--- src/rtl/bp_fe_queue_sender.sv ---
// bp_fe_queue_sender: formats FE fetch responses and fetch exceptions into
// FE queue messages, buffers them in a small FIFO and hands them to the BE
// over valid/ready. After an exception message is queued, fetch is held off
// until the BE redirects with a flush.
module bp_fe_queue_sender #(
  parameter  int vaddr_width_p               = 39,
  parameter  int instr_width_p               = 32,
  parameter  int branch_metadata_fwd_width_p = 36,
  parameter  int els_p                       = 2,
  localparam int fe_queue_width_lp           = 3 + vaddr_width_p + instr_width_p
                                               + branch_metadata_fwd_width_p
) (
  input  logic                                   clk_i,
  input  logic                                   reset_n_i,
  input  logic                                   flush_i,
  input  logic                                   fetch_v_i,
  output logic                                   fetch_ready_o,
  input  logic [vaddr_width_p-1:0]               fetch_pc_i,
  input  logic [instr_width_p-1:0]               fetch_instr_i,
  input  logic [branch_metadata_fwd_width_p-1:0] fetch_metadata_i,
  input  logic                                   itlb_miss_i,
  input  logic                                   instr_page_fault_i,
  input  logic                                   instr_access_fault_i,
  output logic [fe_queue_width_lp-1:0]           fe_queue_o,
  output logic                                   fe_queue_v_o,
  input  logic                                   fe_queue_ready_i
);

  localparam int ptr_w_lp = $clog2(els_p);
  localparam int cnt_w_lp = $clog2(els_p + 1);
  localparam logic [cnt_w_lp-1:0] els_cnt_lp = cnt_w_lp'(els_p);

  typedef enum logic {
    e_run,
    e_stall
  } state_e;

  state_e                         state_q;
  logic                           reset_done_q;
  logic [fe_queue_width_lp-1:0]   mem_q [els_p];
  logic [ptr_w_lp-1:0]            wptr_q, wptr_d;
  logic [ptr_w_lp-1:0]            rptr_q, rptr_d;
  logic [cnt_w_lp-1:0]            count_q, count_d;

  logic                           exc_v;
  logic [1:0]                     exc_code;
  logic [instr_width_p-1:0]       instr_field;
  logic [fe_queue_width_lp-1:0]   msg_d;
  logic                           enq;
  logic                           deq;

  // Build the outgoing message; exceptions carry no instruction and report
  // the highest-priority fault (access > page > itlb miss).
  always_comb begin
    exc_v = itlb_miss_i | instr_page_fault_i | instr_access_fault_i;
    exc_code = 2'd0;
    if (instr_access_fault_i) begin
      exc_code = 2'd2;
    end else if (instr_page_fault_i) begin
      exc_code = 2'd1;
    end
    instr_field = exc_v ? '0 : fetch_instr_i;
    msg_d = {exc_v, exc_code, fetch_pc_i, instr_field, fetch_metadata_i};
  end

  // Ready and valid come straight from registers so no input reaches an output.
  assign fetch_ready_o = reset_done_q & (count_q < els_cnt_lp) & (state_q == e_run);
  assign fe_queue_v_o  = (count_q != '0);
  assign fe_queue_o    = mem_q[rptr_q];

  assign enq = fetch_v_i & fetch_ready_o & ~flush_i;
  assign deq = fe_queue_v_o & fe_queue_ready_i;

  // Pointer and occupancy update; a flush wipes the FIFO regardless of traffic.
  always_comb begin
    wptr_d  = wptr_q;
    rptr_d  = rptr_q;
    count_d = count_q;
    if (flush_i) begin
      wptr_d  = '0;
      rptr_d  = '0;
      count_d = '0;
    end else begin
      if (enq) begin
        wptr_d = wptr_q + 1'b1;
      end
      if (deq) begin
        rptr_d = rptr_q + 1'b1;
      end
      if (enq & ~deq) begin
        count_d = count_q + 1'b1;
      end else if (~enq & deq) begin
        count_d = count_q - 1'b1;
      end
    end
  end

  // Control registers and the run/stall state machine.
  always_ff @(posedge clk_i or negedge reset_n_i) begin
    if (!reset_n_i) begin
      state_q      <= e_run;
      reset_done_q <= 1'b0;
      wptr_q       <= '0;
      rptr_q       <= '0;
      count_q      <= '0;
    end else begin
      reset_done_q <= 1'b1;
      wptr_q       <= wptr_d;
      rptr_q       <= rptr_d;
      count_q      <= count_d;
      case (state_q)
        e_run: begin
          if (enq & exc_v) begin
            state_q <= e_stall;
          end
        end
        e_stall: begin
          if (flush_i) begin
            state_q <= e_run;
          end
        end
        default: state_q <= e_run;
      endcase
    end
  end

  // Message storage; contents need no reset because valid is gated by count.
  always_ff @(posedge clk_i) begin
    if (enq) begin
      mem_q[wptr_q] <= msg_d;
    end
  end

endmodule
--- config.mk ---
export PLATFORM = sky130hd
export DESIGN_NAME = bp_fe_queue_sender
export DESIGN_NICKNAME = d
export VERILOG_FILES = /design/src/rtl/bp_fe_queue_sender.sv
export SDC_FILE = /design/constraint.sdc
export NUM_CORES = 1
export LEC_CHECK = 0
export ABC_CLOCK_PERIOD_IN_PS = 11440
export CORE_ASPECT_RATIO = 1.75
export CORE_UTILIZATION = 50
export CTS_BUF_LIST = sky130_fd_sc_hd__clkbuf_2
export DETAILED_ROUTE_END_ITERATION = 6
export PLACE_DENSITY_LB_ADDON = 0.2
export SLEW_MARGIN = 25
export SYNTH_ARGS = -nofsm -noshare
export SYNTH_HDL_FRONTEND = slang
export SYNTH_SLANG_ARGS = --single-unit
export TNS_END_PERCENT = 5
--- constraint.sdc ---
create_clock -name clk_i -period 11.44 [get_ports clk_i]
set_clock_uncertainty 0.05 [all_clocks]
set_input_delay 3.432 -clock clk_i [delete_from_list [all_inputs] [get_ports clk_i]]
set_output_delay 3.432 -clock clk_i [all_outputs]
set_load 0.02 [all_outputs]
# After elaboration in Yosys (flattened, before gate mapping)

Memory sizes are Yosys's and may differ from the RTL's.
Index checks and enable logic that the tools add are counted.

Register bits: 6
Memory bits (writable): 220
Input port bits: 115
Output and inout port bits: 112
Word-level logic and storage cells: 44
Memories: 1

$add $sub $neg: 4
$lt $le $gt $ge: 1
Mux-type cells: 15
Bitwise operators: 14
Reduce and logical (&&, ||, !) cells: 4

Memory list:

| memory | depth | width | rd ports | clocked after Yosys merged registers in | write ports | line | source |
|---|---|---|---|---|---|---|---|
| mem_q  | 2     | 110   | 1        | 0                                       | 1           | 40   | `logic [fe_queue_width_lp-1:0] mem_q [els_p];` |

Operator list:

| operator                                                            | count |
|---|---|
| 32-bit 2-to-1 mux                                                   | 1 |
| 1-bit 2-to-1 mux                                                    | 9 |
| 1-bit AND                                                           | 8 |
| 2-bit 2-to-1 mux                                                    | 4 |
| 2-bit nonzero test                                                  | 3 |
| 1-bit NOT                                                           | 4 |
| 3-bit nonzero test                                                  | 1 |
| 1-bit adder (second input constant)                                 | 2 |
| 2-bit by 1-bit adder with 2-bit output (second input constant)      | 1 |
| 2-bit < comparator (second input constant)                          | 1 |
| 1-bit bitwise OR                                                    | 2 |
| 1-bit one-hot mux with 2 select lines                               | 1 |
| 2-bit by 1-bit subtractor with 2-bit output (second input constant) | 1 |

# Longest topological paths before layout

Gate-level depths: netlist (run 1).

Depth in word-level cells: 10
Mapped depth: 4
Mapped depth without buffers: 4

# Least setup slack after synthesis (run 1)

No wires, ideal clock.

Kind: input -> register
Start: in fetch_v_i
End: mem mem_q[1][0] (netlist name), enable pin
Setup time: 0.736 ns
Arrival time: 11.509 ns
Data required time: 10.654 ns
Setup slack: -0.855 ns
Cell stages on the path: 2
Path buffers: 0
Cells stage by stage: nand2_1 > nor3b_1

Word-level cells in the longest chain between the ends: 4

Ends and longest elaborated chain:

| element                                | line | source |
|---|---|---|
| start: declaration                     | 16   | `input logic fetch_v_i,` |
| 1-bit AND (2 in series)                | 71   | `assign enq = fetch_v_i & fetch_ready_o & ~flush_i;` |
| 1-bit 2-to-1 mux                       | 129  | `if (enq) begin` |
| 1-bit 2-to-1 mux (not written as such) | 130  | `mem_q[wptr_q] <= msg_d;` |
| end: declaration                       | 40   |  |

No other way between the ends.

# Worst setup path after layout (run 1)

Start: reg rptr_q
End: out fe_queue_o[84]

Word-level cells in the longest chain between the ends: 1

Ends and longest elaborated chain:

| element                  | line | source |
|---|---|---|
| start: declaration       | 42   | `logic [ptr_w_lp-1:0] rptr_q, rptr_d;` |
| start signal: assignment | 109  | `rptr_q <= rptr_d;` |
| memory 2 x 110 bit       | n/a  |  |
| end: declaration         | 24   | `output logic [fe_queue_width_lp-1:0] fe_queue_o,` |

No other way between the ends.

==> PnR_summary.wiki, run 1 <==
{| class="wikitable"
! Metric !! Value
|-
| Vias in the first global route || about 5000
|-
| Number of filler instances in the final layout || 1160
|-
| Layout overhead on the synthesized area || 34.57%
|-
| Total global-route track usage || approximately a fifth
|-
| Number of nets in the layout || about 800
|-
| Clock network power share || approximately 30%
|-
| Count of buffers inserted at the top-level ports || about 230
|-
| Pleak || 0.003846 uW
|-
| Power density cells || about 140 nW/um2
|-
| Count of maximum capacitance violations || 0
|-
| Crit Path Max Fanout || 61
|-
| Transition time at the pin with the least slew margin || 0.8432 ns
|-
| Worst vdd rail ir drop || ~0.092 mV
|-
| Core Region || between 15000 and 20000 um2
|-
| Number of hold buffers added after CTS || 0
|-
| Maximum root-to-sink buffer count || 3
|-
| Sequential cell fraction of total power || 59.5%
|-
| H-tree Lvls || 2
|-
| Clock sink total || around 230
|-
| Routed via count || 4609
|-
| Least setup slack across all paths after layout || between 4 and 5 ns
|-
| Syn. warnings || 0
|-
| Required time of the worst setup path || slightly below 8 ns
|-
| CP cell instances || buf_4 -> mux2_2 -> clkdlybuf4s50_1
|-
| Final global-route overflow total || 0
|-
| Critical Path AT || 3.43 ns
|-
| Top cell type's share of synthesized area || a little under 80%
|-
| Syn nets || roughly 520
|-
| Number of DRC violations after detailed-routing iteration 0 || between 100 and 150
|-
| Met1 track demand over resource in global routing || between 10% and 20%
|-
| Fraction of layout cells with a size suffix above 1 || between 20% and 30%
|-
| Post-CTS Resized || 0
|-
| Placed wire-length estimate || between 10 and 15 mm
|-
| Post-detailed-route via-to-cell ratio || 4.903
|-
| Hold Path Depth || 2
|-
| Total CTS buffers || 48
|-
| Finish-stage setup viols || 0
|-
| Most area-hungry cell type in the Yosys netlist || sky130_fd_sc_hd__edfxtp_1
|-
| Grt peak-use layer || met2
|-
| Number of detailed-routing iterations run before antenna repair || 4
|-
| Wire length of the first global-routing pass || roughly 26 mm
|-
| Switching share of power || a little under a quarter
|-
| Worst slack after detailed placement || 5.264 ns
|-
| Most frequent cells in the layout || sky130_fd_sc_hd__clkdlybuf4s50_1 (226), sky130_fd_sc_hd__edfxtp_1 (220), sky130_fd_sc_hd__mux2_2 (110)
|-
| RSZ-0062 raised after global routing || false
|-
| Tmin final || between 6 and 7 ns
|-
| Detail Route Antenna Nets || 0
|-
| P_int || 1205 uW
|-
| R2R depth || 4
|-
| Instance area after placement || 10960 um2
|-
| Standard cell with the maximum stage delay on the critical path || sky130_fd_sc_hd__dfrtp_4
|-
| Path type of the worst setup path || reg2out
|-
| Post-CTS Setup Inserts || 0
|-
| Rel. slew slack || 43.79%
|-
| Top achievable clock speed || 0.1446 GHz
|-
| Width of the die || between 100 and 150 um
|-
| I/O pin total || 227
|-
| Final hold violation count || 0
|-
| Total of flip-flops plus latches after synthesis || 226
|-
| Final cell area excluding filler cells || 11420 um2
|-
| Comb pwr share || a little over a tenth
|-
| Number of antenna violations at the first check in global routing || 4
|-
| Total wirelength of the detailed-routed design || 17.13 mm
|-
| Total area of multi-input combinational cells || roughly 1600 um2
|-
| Net switching power || 366.6 uW
|-
| Global routing usage on met3 || 5.388%
|-
| Clock-pin slew on the worst setup and hold paths || between 0.1 and 0.15 ns
|-
| Kind of start point of the critical path || flop
|-
| Worst hold path class || reg2reg
|-
| Root buffer selected by CTS || sky130_fd_sc_hd__clkbuf_2
|-
| Area of the die || between 15000 and 20000 um2
|-
| Avg Synthesized Cell Area || ~21 um2
|-
| Starting Density || just over 50%
|-
| Final estimated routing congestion in global placement || 0.7543
|-
| Routed length per placed instance || 18.23 um
|-
| CTS tree || yes
|-
| Run status || finished clean
|-
| Register area share after synthesis || 79.60%
|-
| Max-slew violation count || 0
|-
| Height of the die || approximately 170 um
|-
| Post-route clock period utilization || slightly above 60%
|-
| Area taken by flip-flops and latches || just under 7000 um2
|-
| Clock network latency to the later pin of the worst-skew pair || roughly 0.70 ns
|-
| CP endpoint kind || output port
|-
| Remaining DRCs || 0
|-
| Commonest non-fill, non-tap cell in the layout || sky130_fd_sc_hd__clkdlybuf4s50_1
|-
| Top cells by area, synth || sky130_fd_sc_hd__edfxtp_1 (78%), sky130_fd_sc_hd__mux2_2 (15%), sky130_fd_sc_hd__and2_1 (2.4%)
|-
| Placement Rows || between 60 and 70
|-
| Largest net degree at the start of global routing || 62
|-
| Delay of the slowest cell on the worst path || between 0.8 and 0.9 ns
|-
| Library cells used by synthesis || 23
|-
| GRT met2 Usage || a little over a third
|-
| Gate count of the mapped netlist || 408
|-
| Area of the mapped netlist || 8488 um2
|}
[state kept, by name (all words and copies together), names as in the netlist]
signal        flops
count_q           2
reset_done_q      1
state_q           1
wptr_q            1
mem_q           220
rptr_q            1
[critical path, delay by kind of cell, from the launching register on]
family	cells	cell delay [ns]
buffers and inverters	2	1.28
flip-flops	1	0.89
multiplexers	1	0.44
[synthesized netlist by cell type]
cell / instances
sky130_fd_sc_hd__xnor2_1: 1
sky130_fd_sc_hd__and2_1: 32
sky130_fd_sc_hd__or2_2: 1
sky130_fd_sc_hd__nand2_1: 2
sky130_fd_sc_hd__mux2_2: 110
sky130_fd_sc_hd__nor3b_1: 2
sky130_fd_sc_hd__nor2_1: 3
sky130_fd_sc_hd__inv_1: 2
sky130_fd_sc_hd__buf_6: 10
sky130_fd_sc_hd__buf_2: 2
sky130_fd_sc_hd__edfxtp_1: 220
sky130_fd_sc_hd__xor2_1: 1
sky130_fd_sc_hd__nor3b_2: 1
sky130_fd_sc_hd__and3b_1: 1
sky130_fd_sc_hd__nor3_1: 2
sky130_fd_sc_hd__and4bb_2: 1
sky130_fd_sc_hd__nor2b_1: 2
sky130_fd_sc_hd__nor3_2: 1
sky130_fd_sc_hd__conb_1: 1
sky130_fd_sc_hd__clkbuf_2: 3
sky130_fd_sc_hd__dfrtp_1: 6
sky130_fd_sc_hd__a21oi_1: 2
sky130_fd_sc_hd__o21ai_0: 2
[cell families (layout without fill, tap and decap cells)]
| logic type | Yosys count | after routing | synth area share (%) |
|---|---|---|---|
| DFF | 226 | 226 | 79.60 |
| muxes | 110 | 110 | 14.59 |
| and+or+nand+nor | 48 | 48 | 3.611 |
| buffers and inverters | 17 | 321 | 1.710 |
| AOI/OAI and AO/OA | 4 | 4 | 0.2359 |
| xor gates and xnor gates | 2 | 2 | 0.2064 |
| other | 1 | 5 | 0.04418 |
[stage by stage]
| stage | instances | total power (uW) | utilization [%] | hold WS (ns) | setup TNS (ns) |
|---|---|---|---|---|---|
| finish | 940 | 1571 | 69.13 | 0.5218 | 0 |
| global route | 940 | 1638 | 69.13 | 0.5315 | 0 |
| CTS | 935 | 1592 | 69.00 | 0.5176 | 0 |
| detailed placement | 848 | 1120 | 66.31 | 0.4969 | 0 |
| global placement | 848 | 1117 | 66.31 | 0.4672 | 0 |
| floorplan | 408 | 1030 | - | 0.4479 | -39.83 |
[final timing paths]
path                                          end  slack (ns)                   start
max                                fe_queue_o[84]        4.52      rptr_q$_DFFE_PN0P_
min                             state_q$_DFF_PN0_        0.52       state_q$_DFF_PN0_
max reg2reg                mem_q[1][22]$_DFFE_PP_        9.25  count_q[1]$_DFFE_PN0P_
min reg2reg                     state_q$_DFF_PN0_        0.52       state_q$_DFF_PN0_
max in group asynchronous      rptr_q$_DFFE_PN0P_        8.18               reset_n_i
min in group asynchronous      wptr_q$_DFFE_PN0P_        2.91               reset_n_i
[area by class of cell]
class,count,area share (%)
flip-flops and latches,226,59.19
well taps,224,2.454
diodes,4,0.08763
multi-input cells,165,14.09
inverters,2,0.06572
clock buffers,68,2.980
clock inverters,19,0.9092
repair buffers,232,20.23
[per-layer routing]
| layer | up-vias | wire (um) |
|---|---|---|
| met1 | 2212 | 5842 |
| li1 | 2152 | - |
| met4 | 0 | 771 |
| met3 | 46 | 1150 |
| met5 | - | 0 |
| met2 | 199 | 9370 |
[power by group through the flow]
stage	sequential [uW]	clock, uW	combinational [uW]
floorplan	953	0	77.1
global placement	953	0	164
detailed placement	954	0	166
CTS	935	490	167
global route	937	527	174
finish	935	471	165
Note: power is estimated with default switching activity, not from simulation.
==> inputs of run 2 (changes only) <==
ABC_CLOCK_PERIOD_IN_PS = 5800   (was 11440)
CORE_UTILIZATION = 45   (was 50)
clock period = 5.8 ns   (was 11.44 ns; I/O delays follow)
==> run 2 against run 1 <==
  * Worst setup slack lost 3.5 ns
  * Critical path depth is the same
  * Via count is the same
  * Cell count grew 1.2%
  * Clock power grew 110%
  * Core utilization shrank 7.1 points
  * Highest routed layer unchanged
==> PnR_summary.wiki, run 2 (same netlist as run 1, synthesis figures left out) <==
{| class="wikitable"
! Metric !! Value
|-
| Area taken by flip-flops and latches || just under 7000 um2
|-
| Total area of multi-input combinational cells || around 1600 um2
|-
| Height of the die || ~180 um
|-
| Pleak || ~0.0039 uW
|-
| Crit Path Max Fanout || just under 70
|-
| Path type of the worst setup path || reg2out
|-
| Number of hold buffers added after CTS || 0
|-
| Remaining DRCs || 0
|-
| Met1 track demand over resource in global routing || between 10% and 20%
|-
| Commonest non-fill, non-tap cell in the layout || sky130_fd_sc_hd__clkdlybuf4s50_1
|-
| Run status || finished clean
|-
| Rel. slew slack || between 30% and 40%
|-
| Largest net degree at the start of global routing || 70
|-
| Layout overhead on the synthesized area || 35.26%
|-
| Total global-route track usage || between 10% and 20%
|-
| GRT met2 Usage || 31.27%
|-
| Post-detailed-route via-to-cell ratio || between 4 and 5
|-
| Power density cells || between 200 and 300 nW/um2
|-
| Placement Rows || between 60 and 70
|-
| Total wirelength of the detailed-routed design || about 17 mm
|-
| Detail Route Antenna Nets || 0
|-
| CTS tree || yes
|-
| Width of the die || 105.8 um
|-
| Count of maximum capacitance violations || 0
|-
| Worst slack after detailed placement || between 1.5 and 2 ns
|-
| Clock-pin slew on the worst setup and hold paths || roughly 0.10 ns
|-
| Finish-stage setup viols || 0
|-
| Routed length per placed instance || ~17 um
|-
| Number of detailed-routing iterations run before antenna repair || 4
|-
| Number of antenna violations at the first check in global routing || 1
|-
| Starting Density || about 46%
|-
| Area of the die || 19440 um2
|-
| Post-route clock period utilization || between 80% and 90%
|-
| Root buffer selected by CTS || sky130_fd_sc_hd__clkbuf_2
|-
| Sequential cell fraction of total power || between 50% and 60%
|-
| Core Region || around 18000 um2
|-
| Worst vdd rail ir drop || around 0.18 mV
|-
| Post-CTS Setup Inserts || 0
|-
| Total CTS buffers || roughly 50
|-
| I/O pin total || 227
|-
| Tmin final || 4.799 ns
|-
| Vias in the first global route || about 5000
|-
| RSZ-0062 raised after global routing || false
|-
| Clock network latency to the later pin of the worst-skew pair || between 0.7 and 0.8 ns
|-
| Largest regs || mem_q (220), count_q (2)
|-
| Number of filler instances in the final layout || between 1000 and 1500
|-
| Placed wire-length estimate || between 10 and 15 mm
|-
| Net switching power || around 730 uW
|-
| Max-slew violation count || 0
|-
| Reg with most FFs || mem_q
|-
| Transition time at the pin with the least slew margin || ~0.95 ns
|-
| Comb pwr share || 10.4%
|-
| Maximum root-to-sink buffer count || 3
|-
| Grt peak-use layer || met2
|-
| Count of buffers inserted at the top-level ports || around 230
|-
| Clock sink total || approximately 230
|-
| P_int || around 2400 uW
|-
| Critical Path AT || between 3 and 4 ns
|-
| Final estimated routing congestion in global placement || 0.7071
|-
| Switching share of power || between 20% and 30%
|-
| Number of DRC violations after detailed-routing iteration 0 || 148
|-
| Top achievable clock speed || roughly 0.21 GHz
|-
| Routed via count || 4609
|-
| Clock network power share || approximately a third
|-
| Final cell area excluding filler cells || between 10000 and 15000 um2
|-
| Global routing usage on met3 || about 4.5%
|-
| Post-CTS Resized || 0
|-
| H-tree Lvls || 2
|-
| Required time of the worst setup path || between 4 and 5 ns
|-
| Least setup slack across all paths after layout || 1.001 ns
|-
| Most frequent cells in the layout || sky130_fd_sc_hd__clkdlybuf4s50_1 (226), sky130_fd_sc_hd__edfxtp_1 (220), sky130_fd_sc_hd__mux2_2 (110)
|-
| Max reg flops || 220
|-
| Wire length of the first global-routing pass || 25.19 mm
|-
| Number of nets in the layout || about 790
|-
| Final hold violation count || 0
|-
| Final global-route overflow total || 0
|-
| Instance area after placement || ~11000 um2
|-
| Worst hold path class || reg2reg
|-
| CP endpoint kind || output port
|-
| Fraction of layout cells with a size suffix above 1 || between 20% and 30%
|-
| Kind of start point of the critical path || flop
|}
run 2: cell count changes in the layout (fill, tap and decap cells not counted), sizes merged:
cell,previous run,this run
clkinv,18,14
diode,4,1
clkbuf,68,70
bufinv,1,2
inv,2,3
run 2: stage by stage:
stage | setup TNS, ns | hold WS [ns] | instances | power [uW] | util (%)
6_report | 0 | 0.5274 | 951 | 3162 | 62.07
5_1_grt | 0 | 0.5886 | 951 | 3295 | 62.07
4_1_cts | 0 | 0.5323 | 949 | 3208 | 61.99
3_5_place_dp | 0 | 0.5104 | 862 | 2211 | 59.43
3_3_place_gp | 0 | 0.4667 | 862 | 2204 | 59.43
2_1_floorplan | -96.68 | 0.4479 | 408 | 2028 | -
run 2: layout make-up:
cell class	instances	area share, %
timing repair buffer	232	20.24
tap	238	2.594
sequential	226	58.88
inverter	2	0.06539
multi-input combinational	165	14.07
clock buffer	70	3.051
antenna	1	0.02180
clock inverter	17	1.079
run 2: metal layers:
layer,routed length [um],up-vias
li1,-,2165
met1,5776,2227
met2,9079,173
met3,1066,44
met4,668,0
met5,0,-
run 2: worst paths after layout:
kind	from	to	slack [ns]	cells after the start
worst min register to register	state_q$_DFF_PN0_	state_q$_DFF_PN0_	0.53	2
worst max register to register	count_q[1]$_DFFE_PN0P_	mem_q[1][44]$_DFFE_PP_	3.50	4
worst min-delay path	state_q$_DFF_PN0_	state_q$_DFF_PN0_	0.53	2
worst max-delay path	rptr_q$_DFFE_PN0P_	fe_queue_o[55]	1.00	3
min in group asynchronous	reset_n_i	reset_done_q$_DFF_PN0_	1.18	1
max in group asynchronous	reset_n_i	state_q$_DFF_PN0_	4.26	1
run 2: power by group through the flow:
| stage | Sequential, uW | Combinational [uW] | Clock, uW |
|---|---|---|---|
| 2_1_floorplan | 1880 | 153 | 0 |
| 3_3_place_gp | 1880 | 326 | 0 |
| 3_5_place_dp | 1880 | 330 | 0 |
| 4_1_cts | 1840 | 332 | 1030 |
| 5_1_grt | 1850 | 346 | 1100 |
| 6_report | 1840 | 327 | 992 |
run 2: worst max-delay path, cell delays in order, from the launching register on:
cell and delay [ns]:
sky130_fd_sc_hd__dfrtp_4 0.83, sky130_fd_sc_hd__buf_12 0.38, sky130_fd_sc_hd__mux2_2 0.41, sky130_fd_sc_hd__clkdlybuf4s50_1 0.55
==> inputs of run 3 (changes only) <==
ABC_CLOCK_PERIOD_IN_PS = 4400   (was 5800)
clock period = 4.4 ns   (was 5.8 ns; I/O delays follow)
==> run 3 against run 2 <==
  * Worst hold slack better by 0.017 ns
  * Design area is 0.16% lower
  * Clock power is 15% higher
  * Critical endpoint is now fe_queue_o[69]
  * Core utilization is 0.10 points lower
  * Via count is 2.1% higher
  * Largest cell class unchanged
  * Highest routed layer unchanged
  * Clock-buffer cell count is 2 lower
  * Critical path type unchanged
  * Sequential cell count stayed put
  * Sequential share of layout area is 0.097 points higher
  * Worst setup slack worse by 0.74 ns
==> PnR_summary.wiki, run 3 (same netlist as run 1, synthesis figures left out) <==
{| class="wikitable"
! Metric !! Value
|-
| Clock network latency to the later pin of the worst-skew pair || just over 0.7 ns
|-
| Worst R2R Setup Slack || 2.14 ns
|-
| Core Region || 18500 um2
|-
| Number of hold buffers added after CTS || 0
|-
| Area taken by flip-flops and latches || 6760 um2
|-
| Number of detailed-routing iterations run before antenna repair || 5
|-
| Post-route non-filler standard cell count || between 900 and 1000
|-
| Reg with most FFs || mem_q
|-
| Largest regs || mem_q (220), count_q (2)
|-
| Required time of the worst setup path || 3.03 ns
|-
| Post-CTS Resized || 0
|-
| Number of antenna violations at the first check in global routing || 2
|-
| Rel. slew slack || between 50 and 60%
|-
| Worst hold path class || reg2reg
|-
| Crit Path Max Fanout || slightly above 40
|-
| Final estimated routing congestion in global placement || roughly 0.73
|-
| Pleak || 0.003842 uW
|-
| CP endpoint kind || output port
|-
| Critical Path AT || about 2.8 ns
|-
| Width of the die || between 100 and 150 um
|-
| Count of buffers inserted at the top-level ports || about 230
|-
| I/O pin total || between 200 and 250
|-
| Largest net degree at the start of global routing || 75
|-
| Placed wire-length estimate || 10.90 mm
|-
| Power density cells || 349.8 nW/um2
|-
| CTS tree || yes
|-
| Path type of the worst setup path || reg2out
|-
| Run status || finished clean
|-
| Wire length of the first global-routing pass || 25.70 mm
|-
| Tmin final || between 4 and 5 ns
|-
| Total area of multi-input combinational cells || ~1600 um2
|-
| Max reg flops || 220
|-
| Hold Path Depth || 2
|-
| Total global-route track usage || 17.31%
|-
| H-tree Lvls || 2
|-
| Layout overhead on the synthesized area || 35.04%
|-
| Post-CTS Setup Inserts || 0
|-
| Critical Path Start || rptr_q$_DFFE_PN0P_
|-
| Top achievable clock speed || 0.2416 GHz
|-
| Remaining DRCs || 0
|-
| Kind of start point of the critical path || flop
|-
| Number of filler instances in the final layout || 1451
|-
| Fraction of the core area covered by cells at the end of the flow || 61.97%
|-
| Vias in the first global route || between 5000 and 6000
|-
| Fraction of layout cells with a size suffix above 1 || roughly 28%
|-
| Number of DRC violations after detailed-routing iteration 0 || ~170
|-
| Post-route clock period utilization || between 90 and 100%
|-
| Count of maximum capacitance violations || 0
|-
| Total CTS buffers || 48
|-
| Final global-route overflow total || 0
|-
| Beginning of the worst hold path || state_q$_DFF_PN0_
|-
| RSZ-0062 raised after global routing || false
|-
| Placement Rows || 66
|-
| Critical register-to-register path startpoint || count_q[1]$_DFFE_PN0P_
|-
| Detail Route Antenna Nets || 0
|-
| Clock sink total || approximately 230
|-
| Clock-pin slew on the worst setup and hold paths || 0.11 ns
|-
| Total wirelength of the detailed-routed design || 16.89 mm
|-
| Maximum root-to-sink buffer count || 3
|-
| Post-detailed-route via-to-cell ratio || 4.965
|-
| Most frequent cells in the layout || sky130_fd_sc_hd__clkdlybuf4s50_1 (226), sky130_fd_sc_hd__edfxtp_1 (220), sky130_fd_sc_hd__mux2_2 (110)
|-
| Max-slew violation count || 0
|-
| Root buffer selected by CTS || sky130_fd_sc_hd__clkbuf_2
|-
| Final hold violation count || 0
|-
| Finish-stage setup viols || 0
|-
| Inst Count DP || 864
|-
| Number of nets in the layout || between 700 and 800
|-
| Height of the die || roughly 180 um
|-
| Routed via count || 4707
|-
| Routed length per placed instance || ~18 um
|-
| Area of the die || around 19000 um2
|-
| Commonest non-fill, non-tap cell in the layout || sky130_fd_sc_hd__clkdlybuf4s50_1
|-
| Setup TNS || 0 ns
|-
| R2R depth || 4
|-
| Transition time at the pin with the least slew margin || approximately 0.7 ns
|-
| Starting Density || between 40 and 50%
|-
| Worst vdd rail ir drop || 0.1958 mV
|}
==> run 3: cell count changes in the layout (fill, tap and decap cells not counted), moves of 2 or more <==
cell / before / now
sky130_fd_sc_hd__clkinv_1: 8 / 10
sky130_fd_sc_hd__bufinv_16: 2 / 0
sky130_fd_sc_hd__clkbuf_2: 70 / 68
sky130_fd_sc_hd__clkinv_2: 6 / 2
sky130_fd_sc_hd__buf_12: 1 / 4
==> run 3: path summary, 6_finish.rpt <==
path,to
hold / removal,state_q$_DFF_PN0_
setup reg to reg,mem_q[1][87]$_DFFE_PP_
hold reg to reg,state_q$_DFF_PN0_
setup / recovery,fe_queue_o[69]
min in group asynchronous,reset_done_q$_DFF_PN0_
max in group asynchronous,count_q[1]$_DFFE_PN0P_
==> run 3: metrics by stage <==
| stage | total power [uW] | hold WS, ns | worst slack, ns | area, um2 |
|---|---|---|---|---|
| 2_1_floorplan | 2674 | 0.4479 | -0.2700 | 8527 |
| 3_3_place_gp | 2910 | 0.4695 | 1.020 | 11060 |
| 3_5_place_dp | 2921 | 0.5110 | 0.9881 | 11060 |
| 4_1_cts | 4091 | 0.5407 | 0.1169 | 11460 |
| 5_1_grt | 4198 | 0.5810 | 0.06419 | 11460 |
| 6_report | 4010 | 0.5445 | 0.2601 | 11460 |
==> run 3: worst max-delay path, cell delays in order (launching register included) <==
cell and delay (ns):
sky130_fd_sc_hd__dfrtp_4 0.77, sky130_fd_sc_hd__buf_12 0.29, sky130_fd_sc_hd__mux2_2 0.39, sky130_fd_sc_hd__clkdlybuf4s50_1 0.54
==> run 3: area by class of cell <==
cell class / instances / share of cell area (%)
antenna: 2 / 0.04366
clock buffer: 68 / 2.969
clock inverter: 14 / 0.4803
inverter: 2 / 0.06550
multi-input combinational: 165 / 14.23
sequential: 226 / 58.98
tap: 238 / 2.598
timing repair buffer: 233 / 20.63
==> run 3: power breakdown <==
| group | total (uW) | leakage [uW] | internal (uW) | switching, uW |
|---|---|---|---|---|
| Combinational | 438 | 0.00148 | 249 | 190 |
| Clock | 1140 | 0.000314 | 413 | 731 |
| Sequential | 2430 | 0.00204 | 2410 | 19.0 |
==> run 3: routing by layer <==
layer / GRT usage (%) / up-vias / wire, um
met1: 17.86 / 2310 / 5871
met2: 31.69 / 190 / 9079
met5: 0 / - / 0
met4: 9.000 / 0 / 698
li1: - / 2150 / -
met3: 4.644 / 57 / 1241
